==> config.mk <==
export PLATFORM = sky130hd
export DESIGN_NAME = accel_run_ctrl
export DESIGN_NICKNAME = d
export VERILOG_FILES = /design/src/rtl/accel_run_ctrl.sv
export SDC_FILE = /design/constraint.sdc
export NUM_CORES = 1
export LEC_CHECK = 0
export ABC_AREA = 1
export CAP_MARGIN = 20
export CORE_AREA = 2 2 259 261
export DETAILED_ROUTE_END_ITERATION = 10
export DIE_AREA = 0 0 261 263
export GPL_ROUTABILITY_DRIVEN = 0
export HOLD_SLACK_MARGIN = 0.05
export PLACE_DENSITY_LB_ADDON = 0.08
export SLEW_MARGIN = 20
export SYNTH_ARGS = -nofsm -noshare
export SYNTH_HDL_FRONTEND = slang
export SYNTH_SLANG_ARGS = --single-unit
==> constraint.sdc <==
create_clock -name clock -period 2.2 [get_ports clock]
set_input_delay 0.22 -clock clock [delete_from_list [all_inputs] [get_ports clock]]
set_output_delay 0.22 -clock clock [all_outputs]
set_load 0.005 [all_outputs]
==> src/rtl/accel_run_ctrl.sv <==
// accel_run_ctrl: run controller sitting between a host and one accelerator.
//   - Forwards host slave-RAM requests to the accelerator while idle, and
//     tracks outstanding reads so a run never starts with reads in flight.
//   - Sequences start_port / done_port, counts run cycles, and reports
//     OK / ABORT / TIMEOUT status with the latched cycle count.
// Build option: define ACCEL_RUN_CTRL_TIMEOUT_EN to enable the run-cycle
//   timeout comparator (timeout_limit, status 01). Undefined: no timeout.
// Ports:
//   clock, reset (sync, active-low)
//   host_go, host_abort, timeout_limit          run control from host
//   host_oe/we/addr/wdata/size -> S_*_ram        slave-RAM request path
//   Sout_Rdata_ram/Sout_DataRdy -> host_rdata/rdy read return path
//   start_port, done_port, acc_reset             accelerator handshake/reset
//   host_grant, busy, result_valid, result_status, cycle_count  status
module accel_run_ctrl #(
    parameter int unsigned CNT_W  = 32,
    parameter int unsigned RD_MAX = 3
) (
    input  logic              clock,
    input  logic              reset,
    input  logic              host_go,
    input  logic              host_abort,
    input  logic [CNT_W-1:0]  timeout_limit,
    input  logic [1:0]        host_oe,
    input  logic [1:0]        host_we,
    input  logic [15:0]       host_addr,
    input  logic [127:0]      host_wdata,
    input  logic [13:0]       host_size,
    output logic [1:0]        S_oe_ram,
    output logic [1:0]        S_we_ram,
    output logic [15:0]       S_addr_ram,
    output logic [127:0]      S_Wdata_ram,
    output logic [13:0]       S_data_ram_size,
    input  logic [127:0]      Sout_Rdata_ram,
    input  logic [1:0]        Sout_DataRdy,
    output logic [127:0]      host_rdata,
    output logic [1:0]        host_rdy,
    output logic              start_port,
    input  logic              done_port,
    output logic              acc_reset,
    output logic              host_grant,
    output logic              busy,
    output logic              result_valid,
    output logic [1:0]        result_status,
    output logic [CNT_W-1:0]  cycle_count
);

    localparam int unsigned RD_W = (RD_MAX < 2) ? 1 : $clog2(RD_MAX + 1);
    localparam logic [1:0] STAT_OK      = 2'b00;
    localparam logic [1:0] STAT_TIMEOUT = 2'b01;
    localparam logic [1:0] STAT_ABORT   = 2'b10;
    localparam logic [CNT_W-1:0] CNT_MAX = '1;

    typedef enum logic [1:0] {
        ST_IDLE   = 2'd0,
        ST_START  = 2'd1,
        ST_RUN    = 2'd2,
        ST_REPORT = 2'd3
    } state_t;

    state_t            state, state_d;
    logic [CNT_W-1:0]  cnt, cnt_d;
    logic [CNT_W-1:0]  count_d;
    logic [1:0]        status_d;
    logic [RD_W-1:0]   rd_cnt;
    logic              grant, abort_pulse, timeout_hit;
    logic              rd_room, rd_inc, rd_dec;

    // Timeout comparator; a zero limit means unlimited.
`ifdef ACCEL_RUN_CTRL_TIMEOUT_EN
    assign timeout_hit = (timeout_limit != '0) && (cnt == timeout_limit);
`else
    logic unused_timeout_limit;
    assign unused_timeout_limit = ^timeout_limit;
    assign timeout_hit = 1'b0;
`endif

    // Slave-RAM path is owned by the host only while idle; reads beyond
    // RD_MAX in flight are dropped rather than forwarded.
    assign rd_room         = rd_cnt < RD_W'(RD_MAX);
    assign S_oe_ram        = (grant && rd_room) ? host_oe : 2'b00;
    assign S_we_ram        = grant ? host_we     : 2'b00;
    assign S_addr_ram      = grant ? host_addr   : 16'h0;
    assign S_Wdata_ram     = grant ? host_wdata  : 128'h0;
    assign S_data_ram_size = grant ? host_size   : 14'h0;
    assign host_rdata      = Sout_Rdata_ram;
    assign host_rdy        = Sout_DataRdy;

    assign rd_inc = S_oe_ram != 2'b00;
    assign rd_dec = (Sout_DataRdy != 2'b00) && (rd_cnt != '0);

    // Outstanding-read tracker.
    always_ff @(posedge clock) begin
        if (!reset) begin
            rd_cnt <= '0;
        end else if (rd_inc && !rd_dec) begin
            rd_cnt <= rd_cnt + RD_W'(1);
        end else if (!rd_inc && rd_dec) begin
            rd_cnt <= rd_cnt - RD_W'(1);
        end
    end

    // State, run counter and result registers.
    always_ff @(posedge clock) begin
        if (!reset) begin
            state         <= ST_IDLE;
            cnt           <= '0;
            result_status <= STAT_OK;
            cycle_count   <= '0;
        end else begin
            state         <= state_d;
            cnt           <= cnt_d;
            result_status <= status_d;
            cycle_count   <= count_d;
        end
    end

    // Next-state and decode; done beats abort beats timeout in RUN.
    always_comb begin
        state_d      = state;
        cnt_d        = cnt;
        status_d     = result_status;
        count_d      = cycle_count;
        grant        = 1'b0;
        start_port   = 1'b0;
        result_valid = 1'b0;
        busy         = 1'b0;
        abort_pulse  = 1'b0;
        case (state)
            ST_IDLE: begin
                grant = 1'b1;
                if (host_go && (rd_cnt == '0) && (host_oe == 2'b00) &&
                    (host_we == 2'b00)) begin
                    state_d = ST_START;
                end
            end
            ST_START: begin
                busy       = 1'b1;
                start_port = 1'b1;
                cnt_d      = CNT_W'(1);
                status_d   = STAT_OK;
                count_d    = '0;
                if (done_port) begin
                    count_d = CNT_W'(1);
                    state_d = ST_REPORT;
                end else begin
                    state_d = ST_RUN;
                end
            end
            ST_RUN: begin
                busy  = 1'b1;
                cnt_d = (cnt == CNT_MAX) ? cnt : cnt + CNT_W'(1);
                if (done_port) begin
                    status_d = STAT_OK;
                    count_d  = cnt;
                    state_d  = ST_REPORT;
                end else if (host_abort) begin
                    status_d    = STAT_ABORT;
                    count_d     = cnt;
                    abort_pulse = 1'b1;
                    state_d     = ST_REPORT;
                end else if (timeout_hit) begin
                    status_d    = STAT_TIMEOUT;
                    count_d     = cnt;
                    abort_pulse = 1'b1;
                    state_d     = ST_REPORT;
                end
            end
            ST_REPORT: begin
                busy         = 1'b1;
                result_valid = 1'b1;
                state_d      = ST_IDLE;
            end
            default: state_d = ST_IDLE;
        endcase
    end

    assign host_grant = grant;
    assign acc_reset  = reset & ~abort_pulse;

endmodule

==> results of run 1 <==
-- worst max-delay path, stage by stage, from the launching register on --
cell and delay, ns:
dfxtp_2 0.35, inv_4 0.05, ha_4 0.18, buf_12 0.16, buf_4 0.14, buf_12 0.13, buf_4 0.13, nand2_1 0.07
inv_1 0.07, dlygate4sd2_1 0.28
-- layout by cell type (no fill, tap or decap), types with 2 or more instances in the layout --
master           Yosys  routed
dlygate4sd2_1        0      29
o21ai_0             10       7
a31oi_1              2       2
inv_2                2       5
clkdlybuf4s50_1      0     273
nor2_4               3       3
nand2_1            336     332
buf_16               0       3
nor2_2               7       7
nor3_1               2       2
dlymetal6s2s_1       0      68
diode_2              0      11
clkbuf_16            0      14
a21oi_1             67      66
nand2_2              6      10
nand2_4              2       2
buf_12               0       5
or2_2                2       2
ha_1                 7       6
nor2_1              49      49
nand3b_1             2       2
nand3_1             54      54
dfxtp_2              0       2
o21ai_1              9      12
buf_4              131      56
clkbuf_8             0       2
nand4_1              2       2
clkinv_2             0       2
dfxtp_1             69      67
inv_1              209     205
-- area by class of cell --
cell class / count / area share (%)
clock inverter: 2 / 0.09382
antenna: 11 / 0.2580
sequential: 69 / 12.97
tap: 864 / 10.13
multi-input combinational: 568 / 23.72
clock buffer: 12 / 2.404
timing repair buffer: 440 / 42.93
inverter: 212 / 7.482
-- cells by family after synthesis --
group           share of synthesized area [%]
simple gates                            32.91
buf+inv                                 33.49
compound gates                          8.094
flops                                   23.64
fa+ha+maj                               1.499
xor+xnor                               0.2998
other cells                           0.06418
-- through the flow --
| step | worst slack [ns] | TNS [ns] | cell area, um^2 | hold slack [ns] |
|---|---|---|---|---|
| 6_report | 0.06019 | 0 | 10670 | 0.4400 |
| 3_5_place_dp | 0.1655 | 0 | 9928 | 0.4400 |
| 3_3_place_gp | 0.1255 | 0 | 9928 | 0.4400 |
| 2_1_floorplan | 0.001428 | 0 | 5843 | 0.3791 |
| 5_1_grt | -0.01558 | -0.01769 | 10640 | 0.4400 |
| 4_1_cts | -0.05541 | -1.065 | 10270 | 0.4400 |
-- per-layer routing --
layer | global-route usage [%] | vias up | share of wire (%)
met5 | 0.7123 | - | 0.19
met4 | 1.981 | 4 | 1.6
met3 | 5.796 | 55 | 11
met2 | 21.69 | 310 | 53
met1 | 11.28 | 3186 | 35
li1 | - | 3442 | -
-- what timing repair did --
action / CTS / global route
hold buffers: 0 / 0
gates resized for setup: 36 / 83
endpoints found under the setup margin: 122 / 86
gates cloned: 2 / 5
pin swaps: 1 / 1
buffers inserted: 3 / 10
-- path summary, 6_finish.rpt --
check                      startpoint              end
hold reg to reg       cycle_count[14]  cycle_count[14]
setup / recovery             state[0]  S_Wdata_ram[39]
setup reg to reg               cnt[0]          cnt[21]
hold / removal    Sout_Rdata_ram[105]  host_rdata[105]
-- flip-flops by register name, summed over array words and instances (netlist names) --
register and cells:
cnt 32, cycle_count 32, rd_cnt 2, state 2
result_status 1
-- power groups by stage --
stage / Clock (mW) / Sequential, mW / Combinational [mW]
floorplan: 0 / 1.40 / 2.20
global placement: 0 / 1.40 / 6.00
detailed placement: 0 / 1.40 / 5.89
CTS: 1.46 / 1.38 / 6.15
global route: 1.50 / 1.39 / 7.00
finish: 1.39 / 1.38 / 6.29
-- synthesized netlist by cell type (3+ instances only) --
master	instances	area [um^2]
o21ai_0	10	50.05
inv_1	209	784.5
buf_6	4	45.04
dfxtp_1	69	1381
a21oi_1	67	335.3
ha_1	7	87.58
nor2_4	3	33.78
buf_4	131	983.4
nor2_1	49	183.9
clkbuf_1	34	127.6
nand2_2	6	37.54
o21ai_1	9	45.04
nor2_2	7	43.79
nand2_1	336	1261
nand3_1	54	270.3
==> summary.md, run 1 <==
| Metric | Value |
|---|---|
| Crit path max fanout | 10 |
| Hpwl dp | 33.96 mm |
| Initial antenna violation count | 25 |
| Die span in y | 263 um |
| Register area share after synthesis | 23.64% |
| Die area | 68,640 um^2 |
| H-tree depth | 3 |
| Power per cell area | 849.6 nW/um^2 |
| Largest net degree at the start of global routing | 51 |
| Clk network pwr share | 15.3% |
| Peak supply drop | 0.0004382 V |
| Max Slew Vio Count | 0 |
| Comb power frac | 69.4% |
| Final setup violation count | 0 |
| Die X-Extent | 261 um |
| Overflow after GRT | 0 |
| Area of the multi-input gates | 2531 um^2 |
| Share of cells above drive strength 1 | 9.133% |
| CTS Buffer Depth | 2 |
| Antenna Nets Post-Route | 0 |
| Vias in the first global route | 7,327 |
| Seq pwr share | 15.3% |
| Sequential cell area | 1384 um^2 |
| Flop2flop setup slack | 0.27 ns |
| Syn Inst Count | 1,019 |
| Worst EP arrival | 1.92 ns |
| Total Power | 9.065 mW |
| # rows | 94 |
| Final Critical Period | 2.140 ns |
| Final Hold Viols | 0 |
| #FFs+latches synth | 69 |
| DR WL/cell | 18.74 um |
| CORE AREA | 65,630 um^2 |
| Net Switching | 3.725 mW |
| Mapped Area | 5843 um^2 |
| Final Non-Filler Cells | 2,178 |
| Synth unique cells | 32 |
| Final worst-path cycle share | 97.26% |
| First DRT Iteration DRCs | 275 |
| DR pass1 iterations | 5 |
| DRC | 0 |
| Area growth, synth to finish | 82.59% |
| Vias per cell | 3.213 |
| Max-slew headroom | 57.44% |
| Via count | 6,997 |
| Cells after DPL | 2,134 |
| Number of CTS-inserted buffers | 9 |
| Hold Path Class | input pin to output port |
| WHS Path Cells | 0 |
| P_int | 5.340 mW |
| Ys flop type | dfxtp_1 |
| Total Routed Length | 40.82 mm |
| Worst EP required | 1.98 ns |
| Final setup skew | 0.007108 ns |
| CP Launch Type | flip-flop |
| Post-Route Utilization | 16.26% |
| Clk slew on worst S/H paths | 0.06 ns |
| Syn Nets | 1,355 |
| Final net count | 1,636 |
| First-pass GRT wire length | 55.86 mm |
| Syn avg cell area | 5.734 um^2 |
| Switching part of the total | 41.09% |
| FF-to-FF path depth | 10 |
| Clk root buf | clkbuf_16 |
| Fmax | 467.3 MHz |
| Initial core utilization | 8.903% |
| Gr usage total | 11.54% |
| Max-cap violation count | 0 |
| FFs w/ async S/R, synth | 0% |
| CTS tree | built |
| Number of synthesized flops with an enable pin | 0 |
| Worst skew pair latency | 0.35 ns |
| Leak | 5.625 nW |
| Slew @ Worst Pin | 0.6384 ns |
| Fill cells | 7,636 |
| Critical setup path kind | flip-flop to output port |
| YS warnings | 0 |
| Port Buf Inserts | 370 |
| Io pins | 660 |
| Clock Sinks | 69 |
| Nature of the critical path endpoint | output port |
| Status | finished, final reports clean |
Power figures use the tool's default switching activity.
==> run 2, diff against run 1 <==
Settings changed: CORE_AREA 2 2 259 261 to 2 2 258 260, DIE_AREA 0 0 261 263 to 0 0 260 262, DONT_BUFFER_PORTS from default to 1.
==> run 2 against run 1 <==
Sequential share of layout area rose by 8.2 points. Non-clock buffer count fell by 383. Sequential cell count did not move. Largest power group unchanged. Combinational power fell by 45%. Register-to-register slack got worse by 0.02 ns. Hold slack got worse by 0.34 ns. Via count fell by 19%. Critical path type unchanged. Clock skew rose by 0.0015 ns. Largest cell class is now multi-input gates. Routed wire length rose by 4.4%. Final cell count fell by 18%. Die area fell by 0.76%.
==> summary.md, run 2 (synthesis results as in run 1) <==
| Metric | Value |
|---|---|
| Status | finished, final reports clean |
| Final setup violation count | 0 |
| Final Hold Viols | 0 |
| Final setup skew | 0.008559 ns |
| Die area | 68,120 um^2 |
| Gr usage total | 12.30% |
| Io pins | 660 |
| Area growth, synth to finish | 11.84% |
| Vias in the first global route | 6,071 |
| Port Buf Inserts | 0 |
| DR WL/cell | 23.83 um |
| R2R Path Start | state[1] |
| Overflow after GRT | 0 |
| Most frequent cells in the layout | 336 x nand2_1, 209 x inv_1, 69 x dfxtp_1, 66 x a21oi_1, 54 x nand3_1 |
| Slew @ Worst Pin | 0.6702 ns |
| Max-slew headroom | 55.32% |
| DR pass1 iterations | 5 |
| Antenna Nets Post-Route | 0 |
| Initial antenna violation count | 11 |
| Hpwl dp | 37.09 mm |
| Power per cell area | 976.7 nW/um^2 |
| Hold Path Class | input pin to flip-flop |
| Largest net degree at the start of global routing | 70 |
| Critical setup path kind | flip-flop to output port |
| Share of cells above drive strength 1 | 10.20% |
| Setup TNS | 0 ns |
| Final worst-path cycle share | 96.29% |
| Max-cap violation count | 0 |
| Die X-Extent | 260 um |
| Clk slew on worst S/H paths | 0.06 ns |
| Post-Place Setup Slack | 0.2517 ns |
| Vias per cell | 3.166 |
| Unrepaired setup endpoints after global routing | true |
| Switching part of the total | 51.94% |
| Total Routed Length | 42.60 mm |
| # rows | 94 |
| Final worst slack | 0.08165 ns |
| P_int | 3.067 mW |
| First-pass GRT wire length | 55.40 mm |
| CTS tree | built |
| Crit path max fanout | 69 |
| Post-Route Utilization | 10.01% |
| Clock Sinks | 69 |
| Worst EP arrival | 1.90 ns |
| Fmax | 472.1 MHz |
| CP Launch Type | flip-flop |
| Min-delay src | host_abort |
| Worst skew pair latency | 0.36 ns |
| Number of CTS-inserted buffers | 9 |
| Final net count | 1,253 |
| Die span in y | 262 um |
| Post-CTS setup buffer count | 0 |
| Commonest non-fill, non-tap cell in the layout | nand2_1 |
| CTS Buffer Depth | 2 |
| Leak | 3.213 nW |
| Nature of the critical path endpoint | output port |
| Final Critical Period | 2.118 ns |
| DRC | 0 |
| Max Slew Vio Count | 0 |
| Net Switching | 3.315 mW |
| Comb power frac | 54.7% |
| Via count | 5,661 |
| Seq pwr share | 21.7% |
| Biggest regs | cnt x32, cycle_count x32 |
| Total Power | 6.383 mW |
| Worst EP required | 1.98 ns |
| Initial core utilization | 8.952% |
| Clk network pwr share | 23.6% |
| First DRT Iteration DRCs | 282 |
| H-tree depth | 3 |
| Hold WS | 0.09817 ns |
| Clk root buf | clkbuf_16 |
| Peak supply drop | 0.0004013 V |
| CORE AREA | 65,280 um^2 |
| Crit. Startpoint | state[1] |
==> run 2: changes by cell type in the layout (fill, tap and decap cells not counted), moves of 4 or more <==
cell,previous run,this run
clkdlybuf4s50_1,273,0
dlymetal6s2s_1,68,0
dlygate4sd2_1,29,0
diode_2,11,2
clkbuf_16,14,9
buf_12,5,1
inv_1,205,209
nand2_1,332,336
nand2_2,10,6
==> run 2: metrics by stage <==
stage	cell area [um^2]	std cells
final	6535	1788
after global routing	6535	1788
after CTS	6523	1786
after detailed placement	6217	1768
after global placement	6217	1768
after floorplan	5843	1019
==> run 2: layout make-up <==
type	count	area (um^2)
Clock inverter	4	48.80
Clock buffer	12	236.5
Fill cell	7775	58740
Inverter	212	795.8
Tap cell	864	1081
Antenna cell	2	5.005
Timing Repair Buffer	57	465.4
Sequential cell	69	1381
Multi-Input combinational cell	568	2521
==> run 2: timing repair <==
action / in CTS / in global routing
endpoints found under the setup margin: 3 / 11
resized for setup: 0 / 1
hold endpoints to repair: 8 / 0
pin swaps: 0 / 0
hold buffers: 2 / 0
==> run 2: worst max-delay path, stage by stage (launching register included) <==
cell and delay (ns):
dfxtp_1 0.33, inv_1 0.17, ha_4 0.20, buf_16 0.26
nand2_1 0.31, inv_1 0.20
==> run 2: per-layer routing <==
metal	up-vias	global-route usage (%)	part of all wire, %
li1	2660	-	-
met1	2629	12.28	36
met2	314	23.45	53
met3	58	4.938	8.7
met4	0	3.049	2.0
met5	-	0.9028	0
==> run 2: worst paths after layout <==
kind	slack [ns]	depth (start not counted)	endpoint
setup / recovery	0.08	5	S_Wdata_ram[25]
setup reg to reg	0.25	9	rd_cnt[1]
hold / removal	0.1	2	result_status[1]
hold reg to reg	0.48	2	cycle_count[18]
==> run 2: power by group through the flow <==
stage / clock [mW] / sequential [mW] / combinational [mW]
after floorplan: 0 / 1.40 / 2.20
after global placement: 0 / 1.42 / 3.63
after detailed placement: 0 / 1.42 / 3.62
after CTS: 1.60 / 1.39 / 3.65
after global routing: 1.63 / 1.40 / 3.94
final: 1.51 / 1.39 / 3.49
==> run 3, diff against run 2 <==
Settings changed: CORE_AREA 2 2 258 260 to 2 2 254 256, DIE_AREA 0 0 260 262 to 0 0 256 258.
Clock period 2.2 ns to 1.78 ns, I/O delays scaled along.
==> run 3 against run 2 <==
Final cell count is 3.1% higher. First-iteration DRC count is 23% higher. Non-clock buffer count is 65 higher. Routed wire length is 15% higher. Sequential share of layout area is 3.0 points lower. Clock skew is 0.0018 ns higher. Clock power is 48% higher. Global-route usage is 2.0 points higher. Design area is 17% higher. Hold slack better by 0.029 ns. Critical endpoint is now S_addr_ram[13].
==> summary.md, run 3 (synthesis results as in run 1) <==
| Metric | Value |
|---|---|
| R2R Path Start | state[0] |
| H-tree depth | 3 |
| CTS Buffer Depth | 2 |
| Post-Route M1 WL | 20.10 mm |
| FF-to-FF path depth | 10 |
| Final Critical Period | 1.768 ns |
| Antenna Nets Post-Route | 0 |
| Worst skew pair latency | 0.37 ns |
| Overflow after GRT | 0 |
| Slowest-stage cell, CP | dfxtp_2 |
| Max-cap violation count | 0 |
| Final Hold Viols | 0 |
| # rows | 93 |
| Most frequent cells in the layout | 307 x nand2_1, 185 x inv_1, 89 x buf_4, 64 x dfxtp_1, 61 x a21oi_1 |
| Hold Path Class | input pin to flip-flop |
| Die span in y | 258 um |
| Initial antenna violation count | 22 |
| Via count | 6,181 |
| First DRT Iteration DRCs | 346 |
| Critical setup path kind | flip-flop to output port |
| Worst EP arrival | 1.59 ns |
| Clk slew on worst S/H paths | 0.07 ns |
| Total Routed Length | 49.05 mm |
| Cells after DPL | 1,806 |
| Min-delay src | done_port |
| Leak | 3.737 nW |
| Final setup skew | 0.01032 ns |
| WHS Endpoint | result_status[1] |
| Largest net degree at the start of global routing | 40 |
| Share of cells above drive strength 1 | 23.71% |
| Final worst slack | 0.01248 ns |
| Final worst-path cycle share | 99.30% |
| Slew @ Worst Pin | 0.5983 ns |
| CP Launch Type | flip-flop |
| Commonest non-fill, non-tap cell in the layout | nand2_1 |
| Area growth, synth to finish | 30.88% |
| CTS tree | built |
| Slowest stage delay, CP | 0.33 ns |
| Total Power | 10.05 mW |
| Worst EP required | 1.60 ns |
| RR Endpoint | rd_cnt[1] |
| Final Non-Filler Cells | 1,844 |
| Sequential cell area | 1388 um^2 |
| DRC | 0 |
| Fill cells | 7,511 |
| Hpwl dp | 42.31 mm |
| Final setup violation count | 0 |
| Vias per cell | 3.352 |
| Io pins | 660 |
| Setup TNS | 0 ns |
| Status | finished, final reports clean |
| Vias in the first global route | 6,391 |
| Die area | 66,050 um^2 |
| Clock Sinks | 69 |
| WHS Path Cells | 3 |
| Clk root buf | clkbuf_16 |
| Nature of the critical path endpoint | output port |
| Final net count | 1,318 |
| WL met3 | 4.051 mm |
| CORE AREA | 63,650 um^2 |
| Peak supply drop | 0.0003390 V |
| DR pass1 iterations | 5 |
| Port Buf Inserts | 0 |
| WL met2 | 23.70 mm |
| Crit-path cells | inv_2, ha_4, buf_8, buf_12, buf_8, nand2_1, inv_1 |
| Area of the multi-input gates | 2755 um^2 |
| Flop2flop setup slack | 0.17 ns |
| First-pass GRT wire length | 62.54 mm |
| DR WL/cell | 26.60 um |
| Power per cell area | 1315 nW/um^2 |
| Max-slew headroom | 59.98% |
| Initial core utilization | 9.180% |
| Die X-Extent | 256 um |
| Biggest regs | cnt x32, cycle_count x32 |
| Unrepaired setup endpoints after global routing | true |
| CP most frequent cell | buf_8 |
| Gr usage total | 14.30% |
| Number of CTS-inserted buffers | 9 |
| Fmax | 565.8 MHz |
| Crit path max fanout | 8 |
| Max Slew Vio Count | 0 |
| Top sig layer | met5 |
| Post-Place Setup Slack | -0.06270 ns |
run 3: cell type report:
class | instances | share of cell area, %
Antenna cell | 2 | 0.06545
Clock buffer | 9 | 2.945
Clock inverter | 7 | 1.620
Inverter | 212 | 10.44
Multi-Input combinational cell | 568 | 36.03
Sequential cell | 69 | 18.14
Tap cell | 855 | 13.99
Timing Repair Buffer | 122 | 16.77
run 3: per-layer routing:
metal | global-route usage, % | vias to the layer above
li1 | - | 2797
met1 | 16.54 | 2905
met2 | 24.57 | 408
met3 | 5.457 | 69
met4 | 3.996 | 2
met5 | 0 | -
run 3: worst max path at each step:
stage	start	cells after the start	to	slack, ns
CTS	state[0]	6	S_Wdata_ram[59]	-0.05
global placement	state[1]	9	cycle_count[26]	-0.11
global route	state[0]	6	S_Wdata_ram[47]	-0.07
detailed placement	state[1]	9	cycle_count[22]	-0.06
floorplan	state[0]	11	rd_cnt[1]	0.006
finish	state[0]	7	S_addr_ram[13]	0.01
run 3: through the flow:
step / hold WS (ns) / instance area (um^2) / utilization (%)
3_3_place_gp: 0.3310 / 6589 / 10.35
3_5_place_dp: 0.3217 / 6589 / 10.35
2_1_floorplan: 0.3371 / 5871 / -
4_1_cts: 0.1078 / 7370 / 11.58
5_1_grt: 0.1307 / 7642 / 12.01
6_report: 0.1271 / 7647 / 12.01
run 3: what timing repair did:
action / 4_1_cts / 5_1_grt
gates cloned: 4 / 6
pin swaps: 2 / 6
hold buffers: 3 / 0
setup endpoints to repair: 165 / 190
buffers inserted: 7 / 1
endpoints found under the hold margin: 9 / 0
gates resized for setup: 72 / 51
run 3: worst max-delay path, delay by kind of cell, from the launching register on:
| kind | cells | cell delay, ns |
|---|---|---|
| fa+ha+maj | 1 | 0.17 |
| buf+inv | 5 | 0.62 |
| flops | 1 | 0.33 |
| simple gates | 1 | 0.08 |
run 3: power by group:
group | internal (mW) | switching [mW]
Sequential | 1.64 | 0.0583
Combinational | 2.31 | 3.81
Clock | 1.38 | 0.860
Total | 5.32 | 4.73
